### config.mk
export PLATFORM = sky130hd
export DESIGN_NAME = alu_issue_ctrl
export DESIGN_NICKNAME = d
export VERILOG_FILES = /design/src/rtl/alu_issue_ctrl.sv
export SDC_FILE = /design/constraint.sdc
export NUM_CORES = 1
export LEC_CHECK = 0
export CAP_MARGIN = 20
export CORE_ASPECT_RATIO = 0.6
export CORE_MARGIN = 2
export CORE_UTILIZATION = 40
export DETAILED_ROUTE_END_ITERATION = 8
export GPL_TIMING_DRIVEN = 0
export PLACE_DENSITY_LB_ADDON = 0.12
export SLEW_MARGIN = 20
export SYNTH_ARGS = -nofsm -noshare
export SYNTH_HDL_FRONTEND = slang
export SYNTH_SLANG_ARGS = --single-unit
### constraint.sdc
create_clock -name clk -period 3.4 [get_ports clk]
set_input_delay 0.68 -clock clk [delete_from_list [all_inputs] [get_ports clk]]
set_output_delay 0.68 -clock clk [all_outputs]
set_load 0.05 [all_outputs]
### src/rtl/alu_issue_ctrl.sv
// alu_issue_ctrl: three-state issue/capture/write-back sequencer around a combinational ALU
module alu_issue_ctrl #(
  parameter logic [7:0] NOP_OP = 8'h16,
  parameter logic [7:0] CMP_OP = 8'h0A
) (
  input  logic        clk,
  input  logic        reset,
  input  logic        instr_valid,
  output logic        instr_ready,
  input  logic [7:0]  op_in,
  input  logic [3:0]  rdest,
  input  logic [3:0]  rsrc,
  input  logic [7:0]  imm,
  input  logic        use_imm,
  output logic [15:0] alu_a,
  output logic [15:0] alu_b,
  output logic [7:0]  alu_opcode,
  input  logic [15:0] alu_c,
  input  logic [4:0]  alu_flags,
  output logic [4:0]  psr,
  output logic        done,
  input  logic [3:0]  dbg_addr,
  output logic [15:0] dbg_data
);
  typedef enum logic [1:0] {IDLE, EXEC, WB} state_t;
  state_t      state_q, state_d;
  logic [15:0] a_q, a_d, b_q, b_d, c_q, c_d;
  logic [7:0]  op_q, op_d, lop_q, lop_d;
  logic [3:0]  rd_q, rd_d;
  logic [4:0]  f_q, f_d, psr_q, psr_d;
  logic        done_q, done_d;
  logic [15:0] regs_q [16];
  logic [15:0] regs_d [16];
  assign instr_ready = state_q == IDLE;
  assign alu_a       = a_q;
  assign alu_b       = b_q;
  assign alu_opcode  = op_q;
  assign psr         = psr_q;
  assign done        = done_q;
  assign dbg_data    = regs_q[dbg_addr];
  always_comb begin
    state_d = state_q;
    a_d     = a_q;
    b_d     = b_q;
    c_d     = c_q;
    op_d    = op_q;
    lop_d   = lop_q;
    rd_d    = rd_q;
    f_d     = f_q;
    psr_d   = psr_q;
    done_d  = 1'b0;
    regs_d  = regs_q;
    case (state_q)
      IDLE: if (instr_valid) begin
        a_d     = regs_q[rdest];
        b_d     = use_imm ? {{8{imm[7]}}, imm} : regs_q[rsrc];
        op_d    = op_in;
        lop_d   = op_in;
        rd_d    = rdest;
        state_d = EXEC;
      end
      EXEC: begin
        c_d     = alu_c;
        f_d     = alu_flags;
        state_d = WB;
      end
      WB: begin
        if (lop_q != NOP_OP && lop_q != CMP_OP) regs_d[rd_q] = c_q;
        psr_d   = lop_q != NOP_OP ? f_q : psr_q;
        done_d  = 1'b1;
        op_d    = NOP_OP;
        state_d = IDLE;
      end
      default: state_d = IDLE;
    endcase
  end
  // reset outranks everything, including an in-flight write-back
  always_ff @(posedge clk) begin
    if (reset) begin
      state_q <= IDLE;
      a_q     <= '0;
      b_q     <= '0;
      c_q     <= '0;
      op_q    <= NOP_OP;
      lop_q   <= NOP_OP;
      rd_q    <= '0;
      f_q     <= '0;
      psr_q   <= '0;
      done_q  <= 1'b0;
      regs_q  <= '{default: '0};
    end else begin
      state_q <= state_d;
      a_q     <= a_d;
      b_q     <= b_d;
      c_q     <= c_d;
      op_q    <= op_d;
      lop_q   <= lop_d;
      rd_q    <= rd_d;
      f_q     <= f_d;
      psr_q   <= psr_d;
      done_q  <= done_d;
      regs_q  <= regs_d;
    end
  end
endmodule

==> results of run 1 <==
[cells in the mapped netlist (4+ instances only)]
cell type	number
mux2i_1	371
dfxtp_1	337
nand2b_1	280
mux4_2	169
clkbuf_1	118
nand2_1	94
a21oi_1	71
nor2_1	34
buf_2	27
nand3b_1	22
o221ai_1	16
buf_6	14
buf_1	12
nor2b_1	12
nand3_4	10
o22ai_1	10
a211oi_1	9
a22oi_1	9
inv_1	9
mux2_2	9
a2111oi_0	7
o2111ai_1	7
o21bai_1	7
nand3_1	6
a2bb2oi_1	4
buf_4	4
[path summary, 6_finish.rpt]
check | from | to | slack [ns] | cells past startpoint
worst min-delay path | f_q[3] | f_q[3] | 0.45 | 2
worst min register to register | f_q[3] | f_q[3] | 0.45 | 2
worst max register to register | state_q[0] | alu_b[6] | 0.62 | 6
worst max-delay path | dbg_addr[1] | dbg_data[13] | -0.02 | 5
[worst reg2reg max path: stages (launching register included)]
cell       delay (ns)
dfxtp_1          0.34
clkbuf_1         0.26
nor3b_2          0.62
nor2_1           0.36
clkbuf_1         0.37
a2111oi_0        0.58
a21oi_1          0.13
[per-layer routing]
metal	routed length, µm	track usage (%)	vias up
li1	-	-	6503
met3	12500	15.1	187
met2	31800	43.6	1117
met5	106	1.25	-
met1	34700	46.1	7830
met4	2680	9.93	5
[cell type report]
class / count / share of cell area [%]
clock inverter: 14 / 0.679
timing repair buffer: 104 / 4.66
tap: 640 / 3.59
clock buffer: 52 / 4.82
sequential: 337 / 30.3
inverter: 9 / 0.152
multi-input combinational: 1176 / 51.6
buffer: 177 / 4.19
antenna: 2 / 0.0225
[flip-flops by register name, summed over array words and instances, names as in the netlist]
register	cells
regs_q	256
alu_a	16
alu_b	16
c_q	16
alu_opcode	8
lop_q	8
f_q	5
psr	5
rd_q	4
state_q	2
done	1
[where the power goes]
part | total, mW | switching, mW | internal, mW
Combinational | 1.10 | 0.726 | 0.373
Clock | 4.27 | 1.83 | 2.44
Sequential | 4.03 | 0.0346 | 3.99
Total | 9.39 | 2.59 | 6.80
[kinds of logic (layout without fill, tap and decap cells)]
group | count (synthesis) | count (layout)
buffers and inverters | 186 | 356
muxes | 549 | 549
AOI/OAI and AO/OA | 146 | 146
and+or+nand+nor | 481 | 481
DFF | 337 | 337
other | 0 | 2
[repair_timing]
action                                  4_1_cts  5_1_grt
gates cloned                                  0        0
hold buffers                                  0        0
endpoints found under the setup margin       19        9
resized for setup                            65        9
[per-stage QoR]
| stage | TNS [ns] | setup WS (ns) | util (%) |
|---|---|---|---|
| finish | -0.0228 | -0.0228 | 46.9 |
| detailed placement | -25.18 | -1.38 | 44.1 |
| global route | -0.000210 | -0.000210 | 46.9 |
| CTS | 0 | 0.00266 | 46.8 |
| global placement | -25.14 | -1.43 | 44.1 |
| floorplan | 0 | 0.196 | - |
==> summary.md, run 1 <==
| Metric | Value |
|---|---|
| Status | `finished with violations` |
| Failing checks | `negative setup slack` |
| Global placer's final weighted congestion | `between 0.9 and 1` |
| Critical-path top delay cell | `mux4_2` |
| DIE AREA | `between 40000 and 50000 µm²` |
| Post-Layout Cell Count | `between 2000 and 3000` |
| FF/Latch Area | `around 6700 µm²` |
| GRT Total Usage | `roughly 33%` |
| Chip Width | `between 200 and 300 µm` |
| WP buf/inv | `3` |
| # nets final | `~1900` |
| Crit path capture type | `output pin` |
| DR vias | `around 16000` |
| Most common cell after layout, fill and taps aside | `mux2i_1` |
| Design area | `around 22000 µm²` |
| Critical path arrival | `between 2 and 3 ns` |
| Clock Sinks | `between 300 and 400` |
| Number of setup violations in the final report | `1` |
| Pre-antenna DRT Iters | `7` |
| Delay-heaviest family, CP | `buffers and inverters` |
| VDD IR max | `0.362 mV` |
| GR Overflow Total | `0` |
| Clock buffer count from CTS | `37` |
| Worst min path class | `reg -> reg` |
| CP Data Required Time | `around 2.7 ns` |
| Syn-to-layout area delta | `16.5%` |
| Port Buffer Count | `between 100 and 150` |
| Fmax | `292 MHz` |
| Dpl cells | `between 2000 and 2500` |
| Post-Syn Instances | `1699` |
| Setup Buffers After CTS | `0` |
| WHS | `roughly 0.45 ns` |
| Top area cells in the synthesized netlist | `dfxtp_1, mux4_2, mux2i_1` |
| Power per cell area | `421 nW/µm²` |
| Final hold vios | `0` |
| H-Tree Depth | `2` |
| CTS tree | `built` |
| CP Class | `in -> out` |
| Most frequent cells in the layout | `mux2i_1, dfxtp_1, nand2b_1` |
| Asr flop ratio synth | `0%` |
| CP Max Fanout | `10` |
| Starting Density | `between 40% and 50%` |
| Synth Area in XOR/XNOR | `0%` |
| Post-synth top area cell | `dfxtp_1` |
| Leak Pwr | `between 9 and 10 nW` |
| Fin. max-slew vios | `0` |
| Simple-gate area share of the yosys netlist | `around 15%` |
| Multi-input logic area | `11500 µm²` |
| Synth cell types | `45` |
| Final worst-path cycle share | `101%` |
| Post-Syn Nets | `around 1800` |
| DRC | `0` |
| CTS clk-pin slew, worst paths | `0.05 ns` |
| Chip height | `173 µm` |
| Top FF cell, synth | `dfxtp_1` |
| Post-Syn Area | `~19000 µm²` |
| Vias in the first global route | `about 15000` |
| DRT Wirelength | `81700 µm` |
| RSZ-0062 raised after global routing | `yes` |
| Combinational family with the most area after synthesis | `multiplexers` |
| Yosys warning total | `0` |
| Fin Clk Skew | `about 0.019 ns` |
| Post-synth EDFFs | `0` |
| Post-synth top area share | `about a third` |
| Share of cells above drive strength 1 | `18.0%` |
| I/O pin count | `between 100 and 150` |
| Post-route antenna net violation count | `0` |
| Syn_area_per_cell | `11.3 µm²` |
| Flops & latches, synth | `roughly 340` |
| Fillers | `around 4500` |
| First-pass GRT wire length | `114000 µm` |
| Post-synthesis compound-gate area fraction | `between 4 and 5%` |
| Setup ws final | `-0.0228 ns` |
| Routed len/inst | `32.6 µm` |
| Minimum clock period | `about 3.4 ns` |
| Max Cap Violations | `0` |
| Bufs on Longest Clock Path | `3` |
| Mux share of post-synthesis cell area | `between 30% and 40%` |
| Slew HR | `21.0%` |
| Critical path, cell by cell | `clkbuf_4, clkbuf_4, mux4_2, mux4_2, clkdlybuf4s15_2` |
| Initial antenna violation count | `8` |
| Worst-Margin Slew | `roughly 1.2 ns` |
| Core Area | `between 40000 and 50000 µm²` |
| Clock Latency Late Sink | `roughly 0.56 ns` |
| DR iter-0 viols | `just over 2000` |
| Root Buffer | `clkbuf_16` |
| Tot Pwr | `between 9 and 10 mW` |
| Placed wire-length estimate | `between 50000 and 60000 µm` |
| Sequential fraction of the synthesis area | `a little over a third` |
| Largest net degree at the start of global routing | `14` |
| Placed cell areas | `between 20000 and 25000 µm²` |
| Core Rows | `62` |
| Critical Path Source Type | `primary input` |
| CP peak stage delay | `between 0.5 and 0.6 ns` |
| Synth Area in Adders | `0%` |
| Via-to-Cell Ratio | `around 6.2` |
(Power assumes the default switching activity.)
==> run 2, diff against run 1 <==
--- a/config.mk
+++ b/config.mk
@@ -16,3 +16,4 @@
 export SYNTH_ARGS = -nofsm -noshare
 export SYNTH_HDL_FRONTEND = slang
 export SYNTH_SLANG_ARGS = --single-unit
+export TNS_END_PERCENT = 100
==> constraint.sdc (replaced) <==
create_clock -name clk -period 3.1 [get_ports clk]
set_input_delay 0.62 -clock clk [delete_from_list [all_inputs] [get_ports clk]]
set_output_delay 0.62 -clock clk [all_outputs]
set_load 0.05 [all_outputs]
==> summary.md, run 2 (synthesis results as in run 1) <==
| Metric | Value |
|---|---|
| Status | `finished with violations` |
| Failing checks | `negative setup slack` |
| Fmax | `approximately 310 MHz` |
| Final hold vios | `0 (unchanged)` |
| # nets final | `1895 (unchanged)` |
| Post-CTS sizing | `101 (+55%)` |
| Root Buffer | `clkbuf_16` |
| Fin Clk Skew | `0.0200 ns (+0.00110 ns)` |
| Hold buffer count at cts | `0 (unchanged)` |
| Number of setup violations in the final report | `1 (unchanged)` |
| Port Buffer Count | `103 (unchanged)` |
| Critical Path Source Type | `primary input` |
| RSZ-0062 raised after global routing | `yes` |
| Tot Pwr | `10.3 mW (+9.7%)` |
| Max FFs per register | `256 (unchanged)` |
| Clock Latency Late Sink | `0.56 ns (about the same)` |
| Most common cell after layout, fill and taps aside | `mux2i_1` |
| Worst min path class | `reg -> reg` |
| Core Rows | `62 (unchanged)` |
| R2r setup slk | `0.31 ns (-0.31 ns)` |
| Met2 routed WL | `32100 µm (+1.0%)` |
| H-Tree Depth | `2 (unchanged)` |
| Chip Width | `286 µm (unchanged)` |
| First-pass GRT wire length | `114000 µm (-0.15%)` |
| Critical path, cell by cell | `clkbuf_16, buf_8, mux4_2, mux4_2, clkdlybuf4s15_2` |
| Critical path arrival | `2.57 ns (-0.17 ns)` |
| Most frequent CP cell | `mux4_2` |
| WHS | `0.453 ns (-0.0000360 ns)` |
| Share of cells above drive strength 1 | `18.3% (+0.32 points)` |
| GR Overflow Total | `0 (unchanged)` |
| Chip height | `173 µm (unchanged)` |
| Leak Pwr | `9.27 nW (+0.12%)` |
| CP peak stage delay | `0.66 ns (+0.08 ns)` |
| DR iter-0 viols | `2045 (+0.049%)` |
| Minimum clock period | `between 3 and 4 ns` |
| CP Max Fanout | `10 (unchanged)` |
| Critical-path top delay cell | `mux4_2` |
| Worst-Margin Slew | `1.18 ns (+0.0000456 ns)` |
| Top routing layer used | `met5` |
| Max Cap Violations | `0 (unchanged)` |
| DRC | `0 (unchanged)` |
| CTS clk-pin slew, worst paths | `0.05 ns (about the same)` |
| Starting Density | `40.2% (unchanged)` |
| DRT Wirelength | `81800 µm (about the same)` |
| DIE AREA | `49600 µm² (unchanged)` |
| GRT Total Usage | `32.6% (about the same)` |
| Final worst-path cycle share | `103%` |
| Via-to-Cell Ratio | `6.23 (about the same)` |
| DR vias | `15700 (+0.090%)` |
| Met3 WL post-DR | `12100 µm (-3.2%)` |
| Pre-antenna DRT Iters | `6 (-1)` |
| CTS tree | `built` |
| Delay-heaviest family, CP | `multiplexers` |
| WP buf/inv | `3 (unchanged)` |
| Clock buffer count from CTS | `37 (unchanged)` |
| Global placer's final weighted congestion | `0.957 (unchanged)` |
| I/O pin count | `116 (unchanged)` |
| Crit path capture type | `output pin` |
| Most frequent cells in the layout | `mux2i_1, dfxtp_1, nand2b_1` |
| Clock Sinks | `337 (unchanged)` |
| Syn-to-layout area delta | `16.7%` |
| Power per cell area | `462 nW/µm² (+9.6%)` |
| Routed len/inst | `32.6 µm (about the same)` |
| Biggest register | `regs_q` |
| CP Data Required Time | `2.48 ns (-0.24 ns)` |
| Bufs on Longest Clock Path | `3 (unchanged)` |
| Placed wire-length estimate | `57700 µm (unchanged)` |
| Metal-1 WL | `34900 µm (+0.62%)` |
| Setup ws final | `-0.0941 ns (-0.0713 ns)` |
| VDD IR max | `0.391 mV (+8.0%)` |
| Final TNS setup | `-0.0941 ns (-0.0713 ns)` |
| Post-route antenna net violation count | `0 (unchanged)` |
| Vias in the first global route | `15300 (-0.033%)` |
| Core Area | `47600 µm² (unchanged)` |
| Initial antenna violation count | `9 (+1)` |
| Slew HR | `21.0% (about the same)` |
| CP Class | `in -> out` |
| Setup Buffers After CTS | `0 (unchanged)` |
| Largest net degree at the start of global routing | `14 (unchanged)` |
| Fin. max-slew vios | `0 (unchanged)` |
[run 2: cell types whose count changed in the layout (fill, tap and decap cells not counted), sizes merged]
| cell | change |
|---|---|
| buf | +7 |
| diode | +2 |
| clkdlybuf4s15 | -1 |
| dlygate4sd2 | -6 |
[run 2: area by class of cell]
cell class | count | area (µm²)
Tap cell | 640 | 801
Timing Repair Buffer | 104 | 1000
Sequential cell | 337 | 6750
Clock inverter | 14 | 151
Inverter | 9 | 33.8
Buffer | 177 | 990
Antenna cell | 4 | 10.0
Clock buffer | 52 | 1070
Multi-Input combinational cell | 1176 | 11500
Fill cell | 4443 | 25200
[run 2: path summary, 6_finish.rpt]
path,start,to,cells after the start
min reg2reg,f_q[3],f_q[3],2
min,f_q[3],f_q[3],2
max,dbg_addr[0],dbg_data[10],5
max reg2reg,state_q[0],alu_a[11],5
[run 2: worst reg2reg max path, delay by kind of cell, from the launching register on]
| kind | cells | cell delay (ns) |
|---|---|---|
| and+or+nand+nor | 2 | 1.29 |
| buffers and inverters | 2 | 0.79 |
| DFF | 1 | 0.34 |
| AOI/OAI and AO/OA | 1 | 0.30 |
[run 2: report_power, final]
group / switching, mW / internal (mW)
registers: 0.0379 / 4.38
clock network: 2.00 / 2.68
logic: 0.797 / 0.417
total: 2.83 / 7.47
[run 2: stage by stage]
stage	util [%]	setup WS [ns]	area, µm²	cells
finish	46.9	-0.0941	22300	2513
detailed placement	44.1	-1.56	21000	2442
floorplan	-	0.0158	19100	1699
global placement	44.1	-1.61	21000	2442
global route	46.9	-0.102	22300	2511
CTS	46.9	-0.123	22300	2508
[run 2: per-layer routing]
metal  vias to the layer above  GRT usage [%]
met2                      1103           43.6
met5                         -           4.42
met1                      7867           45.5
met4                         9           9.62
li1                       6505              -
met3                       172           15.7
==> run 3, diff against run 2 <==
--- a/config.mk
+++ b/config.mk
@@ -11,7 +11,7 @@
 export CORE_UTILIZATION = 40
 export DETAILED_ROUTE_END_ITERATION = 8
 export GPL_TIMING_DRIVEN = 0
-export PLACE_DENSITY_LB_ADDON = 0.12
+export PLACE_DENSITY_LB_ADDON = 0.15
 export SLEW_MARGIN = 20
 export SYNTH_ARGS = -nofsm -noshare
 export SYNTH_HDL_FRONTEND = slang
==> summary.md, run 3 (synthesis results as in run 1) <==
| Metric | Value |
|---|---|
| Status | `finished with violations` |
| Failing checks | `negative setup slack` |
| Critical Path Source Type | `primary input` |
| Largest net degree at the start of global routing | `15 (+1)` |
| Placed wire-length estimate | `58000 µm (+0.53%)` |
| Syn-to-layout area delta | `16.5%` |
| H-Tree Depth | `2 (unchanged)` |
| Crit path capture type | `output pin` |
| Via-to-Cell Ratio | `6.26 (+0.51%)` |
| CP Class | `in -> out` |
| Routed len/inst | `32.6 µm (+0.12%)` |
| Hold buffer count at cts | `0 (unchanged)` |
| Vias in the first global route | `15200 (-0.18%)` |
| Pre-antenna DRT Iters | `7 (+1)` |
| Max Cap Violations | `0 (unchanged)` |
| DRT Wirelength | `81800 µm (about the same)` |
| Fin. max-slew vios | `0 (unchanged)` |
| Worst-Margin Slew | `1.25 ns (+0.0662 ns)` |
| CP Data Required Time | `2.48 ns (about the same)` |
| Clock Latency Late Sink | `0.56 ns (about the same)` |
| Final hold vios | `0 (unchanged)` |
| Setup ws final | `-0.0287 ns (+0.0655 ns)` |
| CP Max Fanout | `10 (unchanged)` |
| Starting Density | `40.2% (unchanged)` |
| Biggest register | `regs_q` |
| Most common cell after layout, fill and taps aside | `mux2i_1` |
| Number of setup violations in the final report | `1 (unchanged)` |
| I/O pin count | `116 (unchanged)` |
| Share of cells above drive strength 1 | `18.3% (+0.044 points)` |
| Initial antenna violation count | `1 (-8)` |
| Final worst-path cycle share | `101% (-2.1 points)` |
| Fmax | `320 MHz (+2.1%)` |
| Pre-CTS WS | `-1.49 ns (+0.0656 ns)` |
| FF/Latch Area | `6750 µm² (unchanged)` |
| First-pass GRT wire length | `115000 µm (+0.63%)` |
| Leak Pwr | `9.26 nW (about the same)` |
| CTS tree | `built` |
| VDD IR max | `0.325 mV (-17%)` |
| Core Area | `47600 µm² (unchanged)` |
| DR iter-0 viols | `2235 (+9.3%)` |
| GRT Total Usage | `32.5% (-0.045 points)` |
| Slew HR | `16.9% (-4.1 points)` |
| Minimum clock period | `3.13 ns (-0.0655 ns)` |
| Most frequent cells in the layout | `mux2i_1, dfxtp_1, nand2b_1` |
| Global placer's final weighted congestion | `0.968 (+1.2%)` |
| Max FFs per register | `256 (unchanged)` |
| Met2 Use GR | `44.4% (+0.74 points)` |
| Chip Width | `286 µm (unchanged)` |
| Bufs on Longest Clock Path | `3 (unchanged)` |
| Worst min path class | `reg -> reg` |
| Clock Sinks | `337 (unchanged)` |
| GR Overflow Total | `0 (unchanged)` |
| GRT met3 Usage | `12.8% (-2.9 points)` |
| Root Buffer | `clkbuf_16` |
| DIE AREA | `49600 µm² (unchanged)` |
| GR Layer Usage met1 | `47.6% (+2.1 points)` |
| Port Buffer Count | `103 (unchanged)` |
| Fillers | `4438 (-0.11%)` |
| Power per cell area | `460 nW/µm² (-0.39%)` |
| Clock buffer count from CTS | `36 (-2.7%)` |
| CTS clk-pin slew, worst paths | `0.06 ns (about the same)` |
| Post-route antenna net violation count | `0 (unchanged)` |
| DR vias | `15700 (+0.43%)` |
| DRC | `0 (unchanged)` |
| Most Crowded Layer GR | `met1` |
| Chip height | `173 µm (unchanged)` |
| Fin Clk Skew | `0.0242 ns (+0.00426 ns)` |
| Critical path arrival | `2.51 ns (-0.06 ns)` |
| Multi-input logic area | `11500 µm² (unchanged)` |
| Core Rows | `62 (unchanged)` |
| # nets final | `1896 (+0.053%)` |
| Tot Pwr | `10.2 mW (-0.56%)` |
| RSZ-0062 raised after global routing | `yes` |
==> run 3: cell types whose count changed in the layout (fill, tap and decap cells not counted), moves of 2 or more <==
cell	previous run	this run
buf_6	16	14
clkbuf_2	7	4
clkinvlp_4	1	4
clkbuf_16	40	38
diode_2	4	1
clkbuf_4	5	2
clkinv_2	9	6
clkdlybuf4s15_2	7	3
buf_4	6	9
buf_8	4	6
buf_2	29	36
==> run 3: repair_timing <==
item	4_1_cts	5_1_grt
gates resized for setup	120	8
pin swaps	0	0
endpoints found under the setup margin	23	9
cloned	0	1
buffers inserted	0	1
endpoints found under the hold margin	0	0
==> run 3: report_power, final <==
| part | leakage, nW | total, mW | switching, mW | internal, mW |
|---|---|---|---|---|
| registers | 2.72 | 4.41 | 0.0371 | 4.38 |
| logic | 5.95 | 1.22 | 0.798 | 0.419 |
| clock network | 0.586 | 4.62 | 2.01 | 2.60 |
==> run 3: cell type report <==
class                      instances  share of cell area [%]
inverter                           9                   0.152
tap                              640                    3.59
sequential                       337                    30.3
antenna                            1                  0.0112
buffer                           177                    4.40
timing repair buffer             106                    4.50
clock inverter                    16                   0.792
multi-input combinational       1176                    51.7
clock buffer                      49                    4.63
==> run 3: worst max-delay path, cell delays in order <==
cell             delay [ns]
clkbuf_4               0.30
clkbuf_4               0.36
mux4_2                 0.35
mux4_2                 0.51
clkdlybuf4s15_2        0.35
==> run 3: stage by stage <==
stage                     cells  util, %  cell area [µm²]  hold slack (ns)  setup TNS (ns)
final                      2511     46.9            22300            0.456         -0.0287
after global routing       2511     46.9            22300            0.481         -0.0260
after CTS                  2507     46.8            22200            0.459          -0.118
after detailed placement   2442     44.1            21000            0.450          -30.04
after global placement     2442     44.1            21000            0.444          -29.34
after floorplan            1699        -            19100            0.430               0
==> run 3: per-layer routing <==
| layer | up-vias | wire length, µm |
|---|---|---|
| met4 | 2 | 1730 |
| met3 | 132 | 11500 |
| met5 | - | 132 |
| li1 | 6506 | - |
| met1 | 7973 | 35500 |
| met2 | 1111 | 33000 |
==> run 3: worst paths after layout <==
check,from,end,slack [ns],cells after the start
worst max-delay path,dbg_addr[1],dbg_data[5],-0.03,5
worst min-delay path,f_q[3],f_q[3],0.46,2
worst max register to register,state_q[0],alu_b[5],0.25,6
worst min register to register,f_q[3],f_q[3],0.46,2
